[src/rtl/hv_sram_read_arbiter.sv]
// Round-robin read arbiter sharing one fixed-latency HV SRAM bank among NUM_REQ requesters,
// with credit-protected in-order response FIFO. Optional perf counters via `SRAM_ARB_PERF_EN.

`ifndef HV_DIMENSION
`define HV_DIMENSION 256
`endif

module hv_sram_read_arbiter #(
    parameter int NUM_REQ      = 3,
    parameter int ADDR_WIDTH   = 8,
    parameter int DATA_WIDTH   = `HV_DIMENSION,
    parameter int READ_LATENCY = 1,
    parameter int RESP_DEPTH   = READ_LATENCY + 1
) (
    input  logic                          Clk_CI,
    input  logic                          Reset_RI,
    input  logic [NUM_REQ-1:0]            Req_SI,
    input  logic [NUM_REQ*ADDR_WIDTH-1:0] Addr_DI,
    output logic [NUM_REQ-1:0]            Gnt_SO,
    output logic [NUM_REQ-1:0]            RdValid_SO,
    input  logic [NUM_REQ-1:0]            RdReady_SI,
    output logic [DATA_WIDTH-1:0]         RdData_DO,
`ifdef SRAM_ARB_PERF_EN
    output logic [NUM_REQ*16-1:0]         PerfGnt_DO,
    output logic [NUM_REQ*16-1:0]         PerfStall_DO,
`endif
    output logic                          SramEn_SO,
    output logic [ADDR_WIDTH-1:0]         SramAddr_DO,
    input  logic [DATA_WIDTH-1:0]         SramData_DI
);

    localparam int PTR_W   = (NUM_REQ > 1) ? $clog2(NUM_REQ) : 1;
    localparam int CNT_W   = $clog2(RESP_DEPTH + 1);
    localparam int FIFO_AW = (RESP_DEPTH > 1) ? $clog2(RESP_DEPTH) : 1;

    localparam logic [PTR_W-1:0]   LAST_REQ  = PTR_W'(NUM_REQ - 1);
    localparam logic [CNT_W-1:0]   DEPTH_C   = CNT_W'(RESP_DEPTH);
    localparam logic [FIFO_AW-1:0] LAST_SLOT = FIFO_AW'(RESP_DEPTH - 1);

    logic [PTR_W-1:0]   rr_ptr;
    logic [CNT_W-1:0]   credit_cnt;
    logic [PTR_W-1:0]   gnt_idx;
    logic               gnt_any;
    logic               issue_ok;
    logic               pop;
    logic               push;
    int                 arb_idx;

    logic [READ_LATENCY-1:0] pipe_vld;
    logic [PTR_W-1:0]        pipe_tag [READ_LATENCY];

    logic [DATA_WIDTH-1:0] fifo_data [RESP_DEPTH];
    logic [PTR_W-1:0]      fifo_tag  [RESP_DEPTH];
    logic [FIFO_AW-1:0]    wr_ptr;
    logic [FIFO_AW-1:0]    rd_ptr;
    logic [CNT_W-1:0]      fifo_cnt;
    logic                  fifo_empty;
    logic [PTR_W-1:0]      head_tag;

    assign fifo_empty = (fifo_cnt == '0);
    assign head_tag   = fifo_tag[rd_ptr];
    assign pop        = !fifo_empty && RdReady_SI[head_tag];
    assign push       = pipe_vld[READ_LATENCY-1];

    // Reset gates issue so nothing is granted while the bank is held in reset.
    assign issue_ok = Reset_RI && ((credit_cnt < DEPTH_C) || (pop && (credit_cnt == DEPTH_C)));

    always_comb begin
        gnt_any = 1'b0;
        gnt_idx = '0;
        arb_idx = 0;
        for (int k = 0; k < NUM_REQ; k++) begin
            arb_idx = (int'(rr_ptr) + k) % NUM_REQ;
            if (!gnt_any && Req_SI[arb_idx]) begin
                gnt_any = 1'b1;
                gnt_idx = PTR_W'(arb_idx);
            end
        end
        if (!issue_ok) begin
            gnt_any = 1'b0;
        end
    end

    always_comb begin
        Gnt_SO = '0;
        if (gnt_any) begin
            Gnt_SO[gnt_idx] = 1'b1;
        end
    end

    assign SramEn_SO   = gnt_any;
    assign SramAddr_DO = gnt_any ? Addr_DI[gnt_idx*ADDR_WIDTH +: ADDR_WIDTH] : '0;

    always_comb begin
        RdValid_SO = '0;
        if (!fifo_empty) begin
            RdValid_SO[head_tag] = 1'b1;
        end
    end

    assign RdData_DO = fifo_empty ? '0 : fifo_data[rd_ptr];

    always_ff @(posedge Clk_CI or negedge Reset_RI) begin
        if (!Reset_RI) begin
            rr_ptr     <= '0;
            credit_cnt <= '0;
        end else begin
            if (gnt_any) begin
                rr_ptr <= (gnt_idx == LAST_REQ) ? '0 : gnt_idx + PTR_W'(1);
            end
            case ({gnt_any, pop})
                2'b10:   credit_cnt <= credit_cnt + CNT_W'(1);
                2'b01:   credit_cnt <= credit_cnt - CNT_W'(1);
                default: credit_cnt <= credit_cnt;
            endcase
        end
    end

    // Tag pipeline mirrors the SRAM latency so each returning word knows its owner.
    always_ff @(posedge Clk_CI or negedge Reset_RI) begin
        if (!Reset_RI) begin
            pipe_vld <= '0;
            for (int s = 0; s < READ_LATENCY; s++) begin
                pipe_tag[s] <= '0;
            end
        end else begin
            pipe_vld[0] <= gnt_any;
            pipe_tag[0] <= gnt_idx;
            for (int s = 1; s < READ_LATENCY; s++) begin
                pipe_vld[s] <= pipe_vld[s-1];
                pipe_tag[s] <= pipe_tag[s-1];
            end
        end
    end

    always_ff @(posedge Clk_CI) begin
        if (push) begin
            fifo_data[wr_ptr] <= SramData_DI;
            fifo_tag[wr_ptr]  <= pipe_tag[READ_LATENCY-1];
        end
    end

    always_ff @(posedge Clk_CI or negedge Reset_RI) begin
        if (!Reset_RI) begin
            wr_ptr   <= '0;
            rd_ptr   <= '0;
            fifo_cnt <= '0;
        end else begin
            if (push) begin
                wr_ptr <= (wr_ptr == LAST_SLOT) ? '0 : wr_ptr + FIFO_AW'(1);
            end
            if (pop) begin
                rd_ptr <= (rd_ptr == LAST_SLOT) ? '0 : rd_ptr + FIFO_AW'(1);
            end
            case ({push, pop})
                2'b10:   fifo_cnt <= fifo_cnt + CNT_W'(1);
                2'b01:   fifo_cnt <= fifo_cnt - CNT_W'(1);
                default: fifo_cnt <= fifo_cnt;
            endcase
        end
    end

`ifdef SRAM_ARB_PERF_EN
    for (genvar g = 0; g < NUM_REQ; g++) begin : g_perf
        logic [15:0] gnt_cnt;
        logic [15:0] stall_cnt;

        always_ff @(posedge Clk_CI or negedge Reset_RI) begin
            if (!Reset_RI) begin
                gnt_cnt   <= '0;
                stall_cnt <= '0;
            end else begin
                if (Gnt_SO[g] && (gnt_cnt != 16'hFFFF)) begin
                    gnt_cnt <= gnt_cnt + 16'd1;
                end
                if (Req_SI[g] && !Gnt_SO[g] && (stall_cnt != 16'hFFFF)) begin
                    stall_cnt <= stall_cnt + 16'd1;
                end
            end
        end

        assign PerfGnt_DO[g*16 +: 16]   = gnt_cnt;
        assign PerfStall_DO[g*16 +: 16] = stall_cnt;
    end
`endif

endmodule

[config.mk]
export PLATFORM = sky130hd
export DESIGN_NAME = hv_sram_read_arbiter
export DESIGN_NICKNAME = d
export VERILOG_FILES = /design/src/rtl/hv_sram_read_arbiter.sv
export SDC_FILE = /design/constraint.sdc
export NUM_CORES = 1
export LEC_CHECK = 0
export BUFFER_PORTS_ARGS = -buffer_cell sky130_fd_sc_hd__buf_2
export CAP_MARGIN = 20
export CORE_MARGIN = 10
export CORE_UTILIZATION = 52
export DETAILED_ROUTE_END_ITERATION = 10
export PLACE_DENSITY = 0.77
export RECOVER_POWER = 100
export SLEW_MARGIN = 30
export SYNTH_ARGS = -nofsm -noshare
export SYNTH_HDL_FRONTEND = slang
export SYNTH_SLANG_ARGS = --single-unit
[constraint.sdc]
create_clock -name Clk_CI -period 13.75 [get_ports Clk_CI]
set_clock_uncertainty 0.15 [all_clocks]
set_input_delay 0 -clock Clk_CI [delete_from_list [all_inputs] [get_ports Clk_CI]]
set_output_delay 0 -clock Clk_CI [all_outputs]
set_load 0.02 [all_outputs]
==> flow_results.org <==
** Status
- The flow ran to the end, but the final reports show violations.
- The final reports fail on capacitance limit, slew limit.

** Floorplanning
- The floorplan step defined a core boundary enclosing between 0.03 and 0.04 mm^2.
- Effective utilization at floorplan :: 0.525
- Rows :: 72
- Die Height :: approximately 220 um
- Horizontal extent of the die :: roughly 220 um
- The die covers ~0.047 mm^2.
- Top Ports :: around 560

** Worst setup path
- R2r startpoint :: pipe_vld$_DFF_PN0_
- Critical path fanouts, max :: 60
- Register-to-register setup slack :: ~5.4 ns
- STA classifies the critical path startpoint as a flip-flop.
- R2r endpoint :: fifo_data[0][205]$_DFFE_PP_
- Slowest library cell on the worst path :: sky130_fd_sc_hd__clkbuf_1
- Data on the critical path arrives at its endpoint at around 8.4 ns.
- The critical path is of the reg -> out type.
- Depth of the worst register-to-register path :: 4
- STA classifies the critical path endpoint as an output pin.
- For this run, the slowest stage of the critical path takes approximately 2.9 ns.
- Beginning of the critical path :: rd_ptr$_DFFE_PN0P_
- For the worst setup path, the data required time is between 10 and 15 ns.
- The critical path goes through clkbuf_1 -> buf_4 -> buf_6 -> mux2i_1 -> nor2_1 -> clkbuf_1.
- Counting stages on the worst path, the most repeated cell is sky130_fd_sc_hd__clkbuf_1.

** GRT
- For this run, global-route usage on met3 was measured as 0.0717.
- Busiest metal layer after global routing :: met2
- GRT Residual Overflow :: 0
- Number of antenna violations at the first check in global routing :: 7
- Entering global routing, the biggest net connects 237 pins.
- GRT met2 Usage :: 0.465
- Global-route wire length before repair :: 98.7 mm
- M1 GR Usage :: 0.320
- The number of global-route vias before repair is 15900.
- Aggregate global-route resource usage :: 0.274

** Yosys
- Post-synthesis compound-gate area fraction :: 0.0107
- sky130_fd_sc_hd__edfxtp_1 takes more of the synthesized area than any other cell.
- For this run, the leading register cell type out of synthesis is sky130_fd_sc_hd__edfxtp_1.
- Of the total synthesized cell area, the portion taken by XOR and XNOR cells is 0.00347.
- Dominant cells by area after synthesis :: sky130_fd_sc_hd__edfxtp_1, sky130_fd_sc_hd__mux2i_1, sky130_fd_sc_hd__nor2_1, sky130_fd_sc_hd__dfrtp_1, sky130_fd_sc_hd__buf_2
- Synth Area in Adders :: 0.00353
- Share of synthesized flip-flops with an asynchronous set or reset :: 0.0209
- Count of different cell masters after synthesis :: 38
- Mapped cell area :: a little over 0.02 mm^2
- Counting every instance in the synthesized netlist gives 1185.
- The synthesized design contains 527 register bits.
- The number of nets in the synthesized netlist is between 1000 and 1500.
- Of the total synthesized cell area, the portion taken by AND, OR, NAND and NOR gates is 0.0554.
- Mean instance size in the synthesized netlist :: ~17 um^2
- Largest family of logic cells by synthesized area :: multiplexers
- Synth cell count leaders :: sky130_fd_sc_hd__edfxtp_1, sky130_fd_sc_hd__nor2_1, sky130_fd_sc_hd__mux2i_1, sky130_fd_sc_hd__buf_2, sky130_fd_sc_hd__clkbuf_1
- During synthesis, Yosys emitted a total of 0 warnings.
- The share of the Yosys chip area taken by registers is 0.782.
- EDFF count, synth :: 516
- Proportion of netlist area held by the largest area contributor :: 0.768
- Cell with the most instances after synthesis :: sky130_fd_sc_hd__edfxtp_1
- Of the post-synthesis cell area, the part taken by muxes is 0.129.

** Placed design
- The wire-length estimate of the detail-placed layout is 37.2 mm.
- OpenSTA, run right after detailed placement, puts the worst setup slack at 9.25 ns.
- Input/output buffers :: ~560
- Routability-driven placement finished with a final weighted congestion of slightly below 0.9.

** Power
- Power spread over the standard cell area amounts to about 220 mW/mm^2.
- The worst-case IR drop observed on VDD is 0.156 mV.
- Of the total power, the clock network draws 0.236.
- Net Sw Power :: approximately 2.6 mW
- Cell leakage power :: 10.9 nW
- Share of power burned in combinational logic :: 0.397
- The share of total power dissipated in sequential elements is 0.367.
- Cell-internal power :: 3.87 mW
- Of the total power, the share spent switching nets is 0.398.

** Clock network
- Once the clock tree was built, the setup fixing pass inserted 0 buffers.
- The clock drives ~530 sinks.
- Clock-pin transition on the worst setup and hold timing paths :: 0.06 ns
- Clock Latency Late Sink :: 0.57 ns
- Counting the buffers created by CTS gives 52.
- The longest clock path from root to sink contains 3 buffers.
- TritonCTS built the clock tree.
- The tree is rooted in a sky130_fd_sc_hd__clkbuf_16.
- In this run the number of H-tree levels came out at 2.

** Drt
- In this run the remaining antenna-violating nets after routing total 0.
- DRC violations left :: 0
- The first TritonRoute pass finished after 5 iterations.
- Wires add up to between 60 and 70 mm.
- Dividing the detail-routed via count by the number of cells gives 5.49.
- The first routing iteration left 1387 violations.
- Wire length per cell :: between 20 and 25 um
- For this block, the via count after detailed routing is about 15000.

** Worst hold path
- Hold worst-path end :: fifo_data[0][79]$_DFFE_PP_
- The worst hold path belongs to the class in -> reg.
- HP Start :: SramData_DI[79]
- Instance count along the most critical hold path :: 2

** STA
- Setup slack closes at 5.25 ns.
- For the pin with the worst max-slew slack, the measured transition is a little under 6 ns.
- For this run, the top clock speed supported by timing is ~120 MHz.
- The number of hold violations in the final report is 0.
- The final max-slew violation count was 534.
- The worst pin sits at a relative slew slack of -2.85.
- Setup TNS :: 0 ns
- Total setup violations reported at the end of the flow :: 0
- Setup repair after global routing left no endpoint under its margin.
- Of the available clock period, the critical path in the final layout requires 0.618.
- The worst path in the final design needs a cycle of 8.50 ns, including I/O delays and setup.

** Cells and area
- Layout overhead on the synthesized area :: 42.8%
- In the final design database the tool counted 2439 nets.
- Number of inserted filler cells in the final layout :: 2257
- In the final layout, the share of cells above drive strength 1 is 0.131.

** Job
- Across the run, the number of max-cap violations was 9.
[power by group through the flow]
| stage | combinational [mW] | clock, mW | sequential [mW] |
|---|---|---|---|
| floorplan | 1.63 | 0 | 2.39 |
| global placement | 2.40 | 0 | 2.33 |
| detailed placement | 2.44 | 0 | 2.33 |
| CTS | 2.55 | 1.51 | 2.31 |
| global route | 2.70 | 1.59 | 2.39 |
| finish | 2.56 | 1.52 | 2.36 |
[sequential cells by signal, summed over array words and instances (netlist names)]
| signal | cells |
|---|---|
| fifo_data | 512 |
| fifo_tag | 4 |
| credit_cnt | 2 |
| fifo_cnt | 2 |
| pipe_tag | 2 |
| rr_ptr | 2 |
| pipe_vld | 1 |
| rd_ptr | 1 |
| wr_ptr | 1 |
[worst max-delay path: cells and delay by family (launching register included)]
| kind | cells | cell delay [ns] |
|---|---|---|
| mux | 1 | 0.18 |
| buf+inv | 4 | 4.93 |
| simple gates | 1 | 0.21 |
| flops | 1 | 2.28 |
[layout by cell type, fill, tap and decap left out, types with 3 or more instances in the layout]
master and n:
sky130_fd_sc_hd__clkinvlp_4 9, sky130_fd_sc_hd__xor2_1 4, sky130_fd_sc_hd__dfrtp_1 11, sky130_fd_sc_hd__xnor2_1 4, sky130_fd_sc_hd__clkinv_2 7, sky130_fd_sc_hd__clkinv_1 9, sky130_fd_sc_hd__bufinv_16 10, sky130_fd_sc_hd__dlygate4sd3_1 398
sky130_fd_sc_hd__nand3_1 8, sky130_fd_sc_hd__clkbuf_1 384, sky130_fd_sc_hd__a21oi_1 3, sky130_fd_sc_hd__diode_2 9, sky130_fd_sc_hd__inv_1 8, sky130_fd_sc_hd__nor2_1 263, sky130_fd_sc_hd__clkbuf_16 53, sky130_fd_sc_hd__edfxtp_1 516
sky130_fd_sc_hd__a21oi_2 5, sky130_fd_sc_hd__a22oi_1 8, sky130_fd_sc_hd__buf_2 182, sky130_fd_sc_hd__nand2_1 5, sky130_fd_sc_hd__mux2i_1 260, sky130_fd_sc_hd__inv_6 3, sky130_fd_sc_hd__ha_1 4
[worst max path at each step]
stage | endpoint | slack (ns)
final | RdData_DO[81] | 5.25
after global routing | fifo_data[0][205]$_DFFE_PP_ | 4.74
after CTS | RdData_DO[104] | 8.61
after detailed placement | RdData_DO[27] | 9.25
after global placement | RdData_DO[82] | 9.37
after floorplan | fifo_data[0][0]$_DFFE_PP_ | 1.64
[timing repair]
item / in CTS / in global routing
setup endpoints to repair: 0 / 0
endpoints found under the hold margin: 526 / 2
resized for setup: 0 / 0
hold buffers: 397 / 1
[layer usage]
layer	part of all wire	vias to the layer above
li1	-	6362
met5	0.00019	-
met2	0.50	1065
met1	0.35	7277
met3	0.098	202
met4	0.048	2
[cells by family (layout without fill, tap and decap cells)]
family,after synthesis,count (layout)
flip-flops,527,527
AND/OR/NAND/NOR,286,286
multiplexers,260,260
buffers and inverters,71,1074
AO/OA/AOI/OAI,27,27
XOR/XNOR,8,8
adder cells (fa/ha/maj),6,6
other,0,9
[stage by stage]
| stage | hold WS, ns | cells | cell area, um^2 | power, mW | util |
|---|---|---|---|---|---|
| floorplan | -0.446 | 1185 | 20200 | 4.02 | - |
| global placement | -0.257 | 2210 | 23400 | 4.73 | 0.610 |
| CTS | 0.000506 | 2703 | 29300 | 6.36 | 0.761 |
| detailed placement | -0.255 | 2211 | 23500 | 4.77 | 0.610 |
| global route | 0.00304 | 2711 | 28800 | 6.68 | 0.749 |
| finish | 0.0106 | 2715 | 28800 | 6.44 | 0.749 |
[area by class of cell]
class	instances	area, um^2	share of cell area
flip-flops and latches	527	15800	0.547
repair buffers	969	6440	0.224
multi-input cells	587	4080	0.142
clock buffers	56	1340	0.0464
well taps	518	648	0.0225
clock inverters	39	477	0.0165
inverters	10	37.5	0.00130
diodes	9	22.5	0.000782
No activity file was read; power rests on OpenSTA's default activity.
